$ cat src/rtl/fft_frame_ctrl.sv
// rtl/fft_frame_ctrl.sv - Frame sequencer between an upstream beat source and a streaming FFT pipeline
//
// Feeds BEATS-beat frames into the FFT, limits frames inside the pipeline to
// MAX_INFLIGHT, and marks frame boundaries on the FFT output stream.
//
// Optional feature macro: FFT_FRAME_CTRL_STATS_EN (frame start / end counters).
//
// Ports:
//   clk, rstn                  clock, synchronous active-high reset
//   cfg_en                     permits new frame starts
//   s_frame_avail              upstream holds a complete frame
//   s_valid, s_last, s_ready   upstream beat handshake
//   fft_valid_in               valid into the FFT pipeline
//   fft_valid_out              valid out of the FFT pipeline
//   m_valid, m_sof, m_eof      output beat valid and frame markers
//   inflight, busy             occupancy status
//   err_gap, err_len, err_ovf  sticky error flags
//   stat_in, stat_out          frame start / frame end counters (zero without the macro)

module fft_frame_ctrl #(
  parameter int BEATS        = 32,
  parameter int MAX_INFLIGHT = 2,
  parameter int CW           = 6
) (
  input  logic        clk,
  input  logic        rstn,
  input  logic        cfg_en,
  input  logic        s_frame_avail,
  input  logic        s_valid,
  input  logic        s_last,
  output logic        s_ready,
  output logic        fft_valid_in,
  input  logic        fft_valid_out,
  output logic        m_valid,
  output logic        m_sof,
  output logic        m_eof,
  output logic [1:0]  inflight,
  output logic        busy,
  output logic        err_gap,
  output logic        err_len,
  output logic        err_ovf,
  output logic [15:0] stat_in,
  output logic [15:0] stat_out
);

  localparam logic [CW-1:0] LAST_BEAT = CW'(BEATS - 1);
  localparam logic [2:0]    MAX_INF   = 3'(MAX_INFLIGHT);

  typedef enum logic {
    IDLE = 1'b0,
    FEED = 1'b1
  } state_t;

  state_t        state, state_nxt;
  logic [CW-1:0] in_cnt, in_cnt_nxt;
  logic [CW-1:0] out_cnt;
  logic [1:0]    inflight_q, inflight_nxt;

  logic accept;
  logic first_beat;
  logic last_beat;
  logic out_beat;
  logic eof_beat;
  logic credit_ok;
  logic start_ok;

  // Outputs are forced low while reset is held so nothing leaks out of a
  // state that is about to be discarded.
  assign s_ready      = (state == FEED) & ~rstn;
  assign accept       = s_valid & s_ready;
  assign fft_valid_in = accept;

  assign first_beat = accept & (in_cnt == '0);
  assign last_beat  = accept & (in_cnt == LAST_BEAT);

  // An output beat with nothing in flight is an overflow: it is swallowed
  // and does not advance the output frame position.
  assign out_beat = fft_valid_out & (inflight_q != 2'd0) & ~rstn;
  assign eof_beat = out_beat & (out_cnt == LAST_BEAT);

  assign m_valid = out_beat;
  assign m_sof   = out_beat & (out_cnt == '0);
  assign m_eof   = eof_beat;

  always_comb begin
    inflight_nxt = inflight_q;
    case ({first_beat, eof_beat})
      2'b10:   inflight_nxt = inflight_q + 2'd1;
      2'b01:   inflight_nxt = inflight_q - 2'd1;
      default: inflight_nxt = inflight_q;
    endcase
  end

  // Credit is judged on the occupancy after this cycle, so a frame end on
  // the output side frees a slot in time for the very next cycle.
  assign credit_ok = ({1'b0, inflight_nxt} < MAX_INF);
  assign start_ok  = cfg_en & s_frame_avail & credit_ok;

  always_comb begin
    state_nxt  = state;
    in_cnt_nxt = in_cnt;
    case (state)
      IDLE: begin
        if (start_ok) begin
          state_nxt  = FEED;
          in_cnt_nxt = '0;
        end
      end
      FEED: begin
        if (accept) begin
          if (last_beat) begin
            in_cnt_nxt = '0;
            if (!start_ok) begin
              state_nxt = IDLE;
            end
          end else begin
            in_cnt_nxt = in_cnt + CW'(1);
          end
        end
      end
      default: begin
        state_nxt  = IDLE;
        in_cnt_nxt = '0;
      end
    endcase
  end

  always_ff @(posedge clk) begin
    if (rstn) begin
      state      <= IDLE;
      in_cnt     <= '0;
      out_cnt    <= '0;
      inflight_q <= 2'd0;
      err_gap    <= 1'b0;
      err_len    <= 1'b0;
      err_ovf    <= 1'b0;
    end else begin
      state      <= state_nxt;
      in_cnt     <= in_cnt_nxt;
      inflight_q <= inflight_nxt;
      if (out_beat) begin
        out_cnt <= eof_beat ? '0 : out_cnt + CW'(1);
      end
      if ((state == FEED) && !s_valid) begin
        err_gap <= 1'b1;
      end
      // s_last must be set exactly on the final beat of the frame.
      if (accept && (s_last != (in_cnt == LAST_BEAT))) begin
        err_len <= 1'b1;
      end
      if (fft_valid_out && (inflight_q == 2'd0)) begin
        err_ovf <= 1'b1;
      end
    end
  end

  assign inflight = inflight_q;
  assign busy     = ((state != IDLE) | (inflight_q != 2'd0)) & ~rstn;

`ifdef FFT_FRAME_CTRL_STATS_EN
  logic        frame_start;
  logic [15:0] stat_in_q;
  logic [15:0] stat_out_q;

  // A start is either leaving IDLE or chaining into the next frame.
  assign frame_start = start_ok & ((state == IDLE) | last_beat);

  always_ff @(posedge clk) begin
    if (rstn) begin
      stat_in_q  <= 16'd0;
      stat_out_q <= 16'd0;
    end else begin
      if (frame_start) begin
        stat_in_q <= stat_in_q + 16'd1;
      end
      if (eof_beat) begin
        stat_out_q <= stat_out_q + 16'd1;
      end
    end
  end

  assign stat_in  = stat_in_q;
  assign stat_out = stat_out_q;
`else
  assign stat_in  = 16'd0;
  assign stat_out = 16'd0;
`endif

endmodule

$ cat config.mk
export PLATFORM = sky130hd
export DESIGN_NAME = fft_frame_ctrl
export DESIGN_NICKNAME = d
export VERILOG_FILES = /design/src/rtl/fft_frame_ctrl.sv
export SDC_FILE = /design/constraint.sdc
export NUM_CORES = 1
export LEC_CHECK = 0
export BUFFER_PORTS_ARGS = -buffer_cell sky130_fd_sc_hd__buf_2
export CORE_MARGIN = 4
export CORE_UTILIZATION = 52
export CTS_CLUSTER_SIZE = 30
export DETAILED_ROUTE_END_ITERATION = 8
export GPL_ROUTABILITY_DRIVEN = 0
export PLACE_DENSITY = 0.95
export SLEW_MARGIN = 25
export SYNTH_ARGS = -nofsm -noshare
export SYNTH_HDL_FRONTEND = slang
export SYNTH_SLANG_ARGS = --single-unit
$ cat constraint.sdc
create_clock -name clk -period 6.2 [get_ports clk]
set_input_delay 0.62 -clock clk [delete_from_list [all_inputs] [get_ports clk]]
set_output_delay 0.62 -clock clk [all_outputs]
set_load 0.01 [all_outputs]
==> summary.log <==
[critical_path] number of cells on the worst reg-to-reg path 8
[run] Max-Cap Viols 0
[sta] Tcrit/Tclk final 39.9%
[global_route] global-route wire length before repair 3550 um
[finish] most frequent standard cell in the layout excluding fill and tap cells sky130_fd_sc_hd__conb_1
[route] count of nets left with antenna violations after detail routing 0
[place] number of cells in the design after placement 198
[clocking] Root Buffer Master sky130_fd_sc_hd__clkbuf_4
[sta] unrepaired setup endpoints after global routing false
[critical_path] Crit path top cell by count sky130_fd_sc_hd__ha_1
[yosys] Yosys warning count 0
[route] routed via count 1,034
[critical_path] worst setup path startpoint out_cnt[0]$_SDFFE_PP0P_
[route] DRT Wirelength 2240 um
[die] die span in y 57.2 um
[global_route] global routing usage summed across all routing layers 14.0%
[yosys] Syn Inst Count 158
[finish] share of final-layout standard cells stronger than drive strength 1 15.0%
[yosys] Post-Syn Area 0.00126 mm2
[critical_path] type of the worst setup path register to register
[place] Post-DP HPWL 1750 um
[place] Port Buffers 17
[critical_path] reg2reg end in_cnt[5]$_SDFFE_PP0P_
[pwr] pwr dens 163 mW/mm2
[sta] final worst slack 3730 ps
[pwr] Max IR drop VDD 0.0000917 V
[finish] fin nets 187
[yosys] EDFF count, synth 0
[die] area inside the core boundary 0.00225 mm2
[global_route] total congestion overflow 0
[route] post-detailed-route DRC marker count 0
[outcome] outcome completed
[finish] post-route insts no fill 201
[critical_path] Worst path slowest cell sky130_fd_sc_hd__or4_4
[sta] Pins Over Slew Limit 0
[yosys] count of state elements after synthesis 18
[critical_path] Critical Path Source Type register
[die] I/O Pins 50
[clocking] Reg clk slew, reported paths 90 ps
[clocking] clock tree from TritonCTS yes
[die] Initial Utilization 55.9%
[finish] growth of design area from synthesis to finish -0.596%
[critical_path] critical path data required time 6390 ps
[global_route] maximum number of pins on one net before global-route repair 21
[yosys] async set or reset register ratio after synthesis 0%
[pwr] total power after layout 204 uW
[critical_path] critical path endpoint category register
[clocking] number of H-tree levels 1
[die] Rows 17
[sta] Tmin final 2470 ps
[clocking] Post CTS Setup Buffer Count 0
[sta] hold violation count in the final report 0
[sta] final setup violating endpoints 0
[route] routed length per placed instance 11.1 um
[critical_path] setup slack of the worst register-to-register path 3730 ps
[global_route] number of antenna violations at the first check in global routing 0
[clocking] number of gates resized after cts 0
[hold_path] worst hold path type register to register
[route] detailed router's first-iteration violation count 21
[hold_path] hold path start err_len$_SDFFE_PP0P_
[yosys] main flop type after synthesis sky130_fd_sc_hd__dfxtp_1
[critical_path] crit path cell chain ha_1, nor2b_1, nand4_1, nor3_1, ha_1, or4_4, a21oi_2, o22ai_1
[yosys] syn_area_per_cell 7.97 um2
[hold_path] worst min-delay path endpoint err_len$_SDFFE_PP0P_
[clocking] total CTS buffers 3
[sta] Max Clk Rate 404 MHz
[route] router iterations before antenna repair 4
[pwr] Leak Pwr 0.547 nW
[sta] Worst Hold Slack 456 ps
[clocking] number of buffers between clock root and the deepest sink 2
[critical_path] highest cell delay on the worst timing path 590 ps
[sta] Setup Skew 5.02 ps
[die] die area 0.00327 mm2
[die] die extent in x 57.2 um
[critical_path] critical register-to-register path startpoint out_cnt[0]$_SDFFE_PP0P_
[clocking] hold-fix buffer count after cts 0
[finish] leading cell types in the layout, fill and taps excluded sky130_fd_sc_hd__conb_1, sky130_fd_sc_hd__dfxtp_1, sky130_fd_sc_hd__buf_2
[yosys] Yosys cell types 39
[sta] summed negative setup slack over all endpoints 0 ps
[clocking] number of sinks handled by clock tree synthesis 18
[critical_path] critical path arrival 2660 ps
[yosys] sequential-to-total area share from yosys stat 28.6%
[place] worst setup slack before clock tree synthesis 3470 ps
[finish] antenna cells 0
[route] Via density 5.14
[global_route] number of global-route vias before repair 815
[clocking] worst skew pair latency 290 ps
[hold_path] Min-Delay Path Depth 2
[critical_path] crit path max fanout 5
==> synthesized netlist by cell type (5+ instances only) <==
| library cell | number | area share [%] |
|---|---|---|
| sky130_fd_sc_hd__buf_4 | 33 | 20 |
| sky130_fd_sc_hd__dfxtp_1 | 18 | 29 |
| sky130_fd_sc_hd__nor2_1 | 12 | 3.6 |
| sky130_fd_sc_hd__nand2_1 | 10 | 3.0 |
| sky130_fd_sc_hd__nand3_1 | 10 | 4.0 |
| sky130_fd_sc_hd__inv_1 | 8 | 2.4 |
| sky130_fd_sc_hd__a21oi_1 | 6 | 2.4 |
| sky130_fd_sc_hd__ha_1 | 5 | 5.0 |
| sky130_fd_sc_hd__nand4_1 | 5 | 2.5 |
| sky130_fd_sc_hd__nor3_1 | 5 | 2.0 |
==> sequential cells by signal (all words and copies together), names as in the netlist <==
register	count
err_gap	1
err_len	1
err_ovf	1
in_cnt	6
inflight	2
out_cnt	6
state	1
==> per-stage QoR <==
| step | utilization, % | cell area, um2 |
|---|---|---|
| 3_3_place_gp | 54.6 | 1230 |
| 5_1_grt | 55.5 | 1250 |
| 2_1_floorplan | - | 1380 |
| 4_1_cts | 55.5 | 1250 |
| 6_report | 55.5 | 1250 |
| 3_5_place_dp | 54.6 | 1230 |
==> per-layer routing <==
layer,track usage (%),part of all wire (%),vias up
met5,0,0,-
met3,2.49,10,5
met2,20.7,44,52
li1,-,-,520
met4,8.94,2.5,0
met1,18.6,43,457
==> logic make-up after synthesis <==
group	count (synthesis)	synth area share (%)
simple gates	56	22.8
buf+inv	45	23.8
xor+xnor	4	3.38
mux	3	2.38
fa+ha+maj	5	4.97
compound gates	26	13.7
other cells	1	0.298
flops	18	28.6
==> how the worst max path moves through the flow <==
stage / to / slack [ps] / cells past startpoint
after floorplan: in_cnt[5]$_SDFFE_PP0P_ / 3760 / 7
after global placement: in_cnt[5]$_SDFFE_PP0P_ / 3510 / 8
after detailed placement: in_cnt[5]$_SDFFE_PP0P_ / 3470 / 8
after CTS: in_cnt[5]$_SDFFE_PP0P_ / 3700 / 8
after global routing: in_cnt[5]$_SDFFE_PP0P_ / 3490 / 8
final: in_cnt[5]$_SDFFE_PP0P_ / 3730 / 8
==> cell type report <==
cell class	instances	area, um2
clock buffer	3	22.5
fill	229	1000
inverter	9	33.8
multi-input combinational	126	716
sequential	18	360
tap	28	35.0
timing repair buffer	17	85.1
==> worst max-delay path, delay by kind of cell, from the launching register on <==
family	cells	cell delay, ps
adders and majority gates	2	560
and+or+nand+nor	4	1200
DFF	1	380
AOI/OAI and AO/OA	2	240
==> power by group <==
part / switching, mW / internal [mW]
Combinational: 0.0199 / 0.00741
Clock: 0.0333 / 0.0226
Sequential: 0.00348 / 0.118
Total: 0.0566 / 0.148
Note: power is estimated with default switching activity, not from simulation.
